--- src/rtl/mips_ctrl_pkg.sv ---
// mips_ctrl_pkg: state, opcode and datapath-select encodings for the multicycle MIPS control FSM
package mips_ctrl_pkg;
  typedef enum logic [3:0] {
    IDLE, FETCH, DECODE, MEM_ADDR, MEM_READ, MEM_WB, MEM_WRITE,
    R_EXEC, R_WB, I_EXEC, I_WB, BRANCH, JUMP, TRAP
  } state_e;
  localparam logic [5:0] OP_RTYPE = 6'b000000;
  localparam logic [5:0] OP_LW    = 6'b100011;
  localparam logic [5:0] OP_SW    = 6'b101011;
  localparam logic [5:0] OP_ADDI  = 6'b001000;
  localparam logic [5:0] OP_BEQ   = 6'b000100;
  localparam logic [5:0] OP_J     = 6'b000010;
  typedef enum logic [1:0] {ALU_ADD = 2'b00, ALU_SUB = 2'b01, ALU_FUNCT = 2'b10} alu_op_e;
  typedef enum logic [1:0] {SRCB_B = 2'b00, SRCB_FOUR = 2'b01, SRCB_IMM = 2'b10, SRCB_IMM_SH2 = 2'b11} src_b_e;
  typedef enum logic [1:0] {PCS_ALU = 2'b00, PCS_ALUOUT = 2'b01, PCS_JUMP = 2'b10} pc_src_e;
  function automatic state_e decode_next(input logic [5:0] op);
    return op == OP_RTYPE ? R_EXEC :
           op == OP_LW || op == OP_SW ? MEM_ADDR :
           op == OP_ADDI ? I_EXEC :
           op == OP_BEQ ? BRANCH :
           op == OP_J ? JUMP : TRAP;
  endfunction
endpackage

--- src/rtl/mips_multicycle_ctrl.sv ---
// mips_multicycle_ctrl: multicycle MIPS control FSM with memory handshake, retire counter and illegal-opcode trap
module mips_multicycle_ctrl
  import mips_ctrl_pkg::*;
#(
  parameter int CNT_W = 32
) (
  input  logic             clock,
  input  logic             reset_n,
  input  logic [5:0]       opcode,
  input  logic             mem_ready,
  output logic             pc_write,
  output logic             pc_write_cond,
  output logic             iord,
  output logic             mem_read,
  output logic             mem_write,
  output logic             ir_write,
  output logic             mem_to_reg,
  output logic             reg_dst,
  output logic             reg_write,
  output logic             alu_src_a,
  output logic [1:0]       alu_src_b,
  output logic [1:0]       alu_op,
  output logic [1:0]       pc_source,
  output logic             trap,
  output logic [CNT_W-1:0] instr_retired
);
  state_e state_q, state_d;
  logic [CNT_W-1:0] cnt_q, cnt_d;
  logic retire;
  always_ff @(posedge clock or negedge reset_n) begin
    if (!reset_n) begin
      state_q <= IDLE;
      cnt_q   <= '0;
    end else begin
      state_q <= state_d;
      cnt_q   <= cnt_d;
    end
  end
  always_comb begin
    state_d       = state_q;
    retire        = 1'b0;
    pc_write      = 1'b0;
    pc_write_cond = 1'b0;
    iord          = 1'b0;
    mem_read      = 1'b0;
    mem_write     = 1'b0;
    ir_write      = 1'b0;
    mem_to_reg    = 1'b0;
    reg_dst       = 1'b0;
    reg_write     = 1'b0;
    alu_src_a     = 1'b0;
    alu_src_b     = SRCB_B;
    alu_op        = ALU_ADD;
    pc_source     = PCS_ALU;
    trap          = 1'b0;
    case (state_q)
      IDLE: state_d = FETCH;
      FETCH: begin
        mem_read  = 1'b1;
        alu_src_b = SRCB_FOUR;
        ir_write  = mem_ready;
        pc_write  = mem_ready;
        state_d   = mem_ready ? DECODE : FETCH;
      end
      DECODE: begin
        alu_src_b = SRCB_IMM_SH2;
        state_d   = decode_next(opcode);
      end
      MEM_ADDR: begin
        alu_src_a = 1'b1;
        alu_src_b = SRCB_IMM;
        state_d   = opcode == OP_LW ? MEM_READ : MEM_WRITE;
      end
      MEM_READ: begin
        mem_read = 1'b1;
        iord     = 1'b1;
        state_d  = mem_ready ? MEM_WB : MEM_READ;
      end
      MEM_WB: begin
        reg_write  = 1'b1;
        mem_to_reg = 1'b1;
        retire     = 1'b1;
        state_d    = FETCH;
      end
      MEM_WRITE: begin
        mem_write = 1'b1;
        iord      = 1'b1;
        retire    = mem_ready;
        state_d   = mem_ready ? FETCH : MEM_WRITE;
      end
      R_EXEC: begin
        alu_src_a = 1'b1;
        alu_op    = ALU_FUNCT;
        state_d   = R_WB;
      end
      R_WB: begin
        reg_write = 1'b1;
        reg_dst   = 1'b1;
        retire    = 1'b1;
        state_d   = FETCH;
      end
      I_EXEC: begin
        alu_src_a = 1'b1;
        alu_src_b = SRCB_IMM;
        state_d   = I_WB;
      end
      I_WB: begin
        reg_write = 1'b1;
        retire    = 1'b1;
        state_d   = FETCH;
      end
      BRANCH: begin
        alu_src_a     = 1'b1;
        alu_op        = ALU_SUB;
        pc_write_cond = 1'b1;
        pc_source     = PCS_ALUOUT;
        retire        = 1'b1;
        state_d       = FETCH;
      end
      JUMP: begin
        pc_write  = 1'b1;
        pc_source = PCS_JUMP;
        retire    = 1'b1;
        state_d   = FETCH;
      end
      TRAP: trap = 1'b1;
      default: state_d = IDLE;
    endcase
    cnt_d = retire ? cnt_q + CNT_W'(1) : cnt_q;
  end
  assign instr_retired = cnt_q;
endmodule

--- config.mk ---
export PLATFORM = sky130hd
export DESIGN_NAME = mips_multicycle_ctrl
export DESIGN_NICKNAME = d
export VERILOG_FILES = /design/src/rtl/mips_ctrl_pkg.sv /design/src/rtl/mips_multicycle_ctrl.sv
export SDC_FILE = /design/constraint.sdc
export NUM_CORES = 1
export LEC_CHECK = 0
export CAP_MARGIN = 30
export CORE_MARGIN = 2
export CORE_UTILIZATION = 50
export CTS_BUF_LIST = sky130_fd_sc_hd__clkbuf_4 sky130_fd_sc_hd__clkbuf_8 sky130_fd_sc_hd__clkbuf_16
export DETAILED_ROUTE_END_ITERATION = 10
export HOLD_SLACK_MARGIN = 0.05
export PLACE_DENSITY = 0.87
export SETUP_SLACK_MARGIN = 0.1
export SLEW_MARGIN = 0
export SYNTH_ARGS = -nofsm -noshare
export SYNTH_HDL_FRONTEND = slang
export SYNTH_SLANG_ARGS = --single-unit
--- constraint.sdc ---
create_clock -name clock -period 2.8 [get_ports clock]
set_input_delay 0.56 -clock clock [delete_from_list [all_inputs] [get_ports clock]]
set_output_delay 0.56 -clock clock [all_outputs]
set_load 0.02 [all_outputs]
==> results.toml <==
[synth]
syn-num-nets = 209
synthesis.area_um2 = 1938
synth-main-ff-cell = "dfrtp_1"
syn_avg_cell_area_um2 = 9.739
async_flop_share_pct = 100.0
synth_cell_type_count = 36
yosysWarnings = 0
synth_cells = 199
synth-edff-count = 0
synth_seq_cells = 36
ys_seq_area_share_pct = 46.48

[floorplan]
die_area_um2 = 4390
die_y_um = 66.26
start_util_pct = 52.54
num_io_pins = 58
core-area_um2 = 3689
fp.dieW_um = 66.26
rows = 22

[timing]
rsz0062_at_grt = "no"
max_freq_ghz = 0.4024
period_share_pct = 88.76
hold-worst-slack_ns = 0.4741
layout_setup_ws_ns = 0.3148
setup-violations-final = 0
final_hold_viol_count = 0
max-slew-margin-rel_pct = 59.18
slew_viol_final = 0
setup_tns_ns = 0
final.setup_skew_ns = 0.002594
fin_crit_ns = 2.485
tightestPinTransition_ns = 0.6087

[cts]
clock_latency_ns = 0.29
cts_sinks = 36
hold_buffers = 0
cts_max_path_buffers = 2
cts_tree = "done"
clk_pin_slew_ns = 0.07
cts_max_level = 2
numCtsBuffers = 5
cts-root-buf = "clkbuf_8"

[setup_path]
crit_required_ns = 2.24
cp-end-kind = "primary output"
critPathMaxFanout = 17
cpPeakStageDelay_ns = 0.63
critPathBufInv = 1
slowest_stage = "clkdlybuf4s50_1"
cp.arrival_ns = 1.93
r2r_setup_slack_ns = 0.82
path_cells = "nor2_1 > a21boi_0 > clkdlybuf4s50_1"
start_kind = "register"
timing_worst_setup_path_type = "register to primary output"
cpLargestDelayFamily = "buffers and inverters"

[routing]
drt_pass1_iterations = 4
ant_nets = 0
routed_via_density = 5.417
wire_per_inst_um = 13.58
vias = 1663
drt-total-wl_um = 4168
drc = 0
drtIter0Drc = 113

[power_and_ir_drop]
ir_drop_mv = 0.5657
leakagePower_nw = 1.107
powerDensity_nw_per_um2 = 729.7

[layout]
area_delta_synth_final_pct = 36.54
antenna_cells = 0
drive_above_1_share_pct = 6.950
num-nets-final = 269

[global_route]
grt_pass1_wl_um = 7189
grt_remaining_overflow = 0
grt_antenna_before_repair = 0
grt_max_degree = 37
gr-usage-all-layers_pct = 21.15
grt_pass1_vias = 1589

[placement]
gp_congestion = 0.7931
dpl.hpwl_um = 3058
preCtsSetupSlack_ns = 0.1892
port_buffers = 57

[worst_hold_path]
hp-class = "register to register"

[outcome]
status = "finished clean"

[flow_run]
drv_cap = 0
## logic make-up after synthesis
logic type	Yosys count	share of synthesized area [%]
fa+ha+maj	1	0.6455
xor+xnor	33	14.91
mux	1	0.5810
flops	36	46.48
simple gates	101	29.50
buf+inv	10	2.388
compound gates	17	5.488
## synth_stat cells (2+ instances only)
library cell	number	area (um^2)
dfrtp_1	36	900.9
xnor2_1	25	219.0
nand3_1	18	90.09
nor2_1	17	63.81
nand2_1	13	48.80
nand4_1	9	56.30
nor3_1	8	40.04
xor2_1	8	70.07
and3_1	7	43.79
nand2b_1	7	43.79
a21oi_1	5	25.02
nor2b_1	5	31.28
and4_1	4	35.03
clkbuf_1	4	15.01
o21ai_0	4	20.02
a211oi_1	3	22.52
and2_1	3	18.77
buf_4	2	15.01
inv_1	2	7.510
nand4b_1	2	17.52
nor4_1	2	12.51
## registers in the layout, summed over array words and instances, names as in the netlist
signal         flops
instr_retired     32
state_q            4
## timing repair
action                                  CTS  global route
endpoints found under the setup margin    0             3
resized for setup                         0             3
buffers inserted                          0             0
## metal layers
layer	vias up	track usage [%]	wire length [um]
met5	-	0	0
met4	0	8.163	53
met3	7	4.429	228
met2	54	35.25	2004
met1	784	26.78	1881
li1	818	-	-
## through the flow
step	instances	util (%)	instance area, um^2	power, mW
global route	307	71.74	2646	2.053
CTS	307	71.61	2641	1.935
detailed placement	300	69.40	2560	1.580
finish	307	71.74	2646	1.931
floorplan	199	-	1938	1.230
global placement	300	69.40	2560	1.562
## final timing paths
path | to | cells past startpoint | from
worst max register to register | instr_retired[15] | 7 | state_q[0]
worst min register to register | instr_retired[31] | 1 | instr_retired[31]
max in group asynchronous | state_q[2] | 2 | reset_n
worst min-delay path | instr_retired[31] | 1 | instr_retired[31]
worst max-delay path | alu_src_b[0] | 3 | state_q[3]
min in group asynchronous | instr_retired[7] | 2 | reset_n
## cells in the final DEF (no fill, tap or decap), types with 7 or more instances in the layout
cell	n
nand4_1	9
xor2_1	8
xnor2_1	25
nand2b_1	7
and3_1	7
nand2_1	13
clkdlybuf4s50_1	56
nor3_1	8
dfrtp_1	34
nor2_1	17
nand3_1	18
## final cells by class
type / instances / area (um^2)
clock inverter: 1 / 5.005
timing repair buffer: 61 / 603.1
fill: 277 / 1042
multi-input combinational: 153 / 991.0
tap: 48 / 60.06
inverter: 2 / 7.507
clock buffer: 6 / 76.32
sequential: 36 / 903.4
## report_power, final
group | total [mW] | leakage [nW] | internal [mW] | switching [mW]
logic | 0.874 | 0.584 | 0.404 | 0.470
registers | 0.702 | 0.479 | 0.590 | 0.113
clock network | 0.355 | 0.0445 | 0.179 | 0.176
total | 1.93 | 1.11 | 1.17 | 0.758
Power figures use the tool's default switching activity.
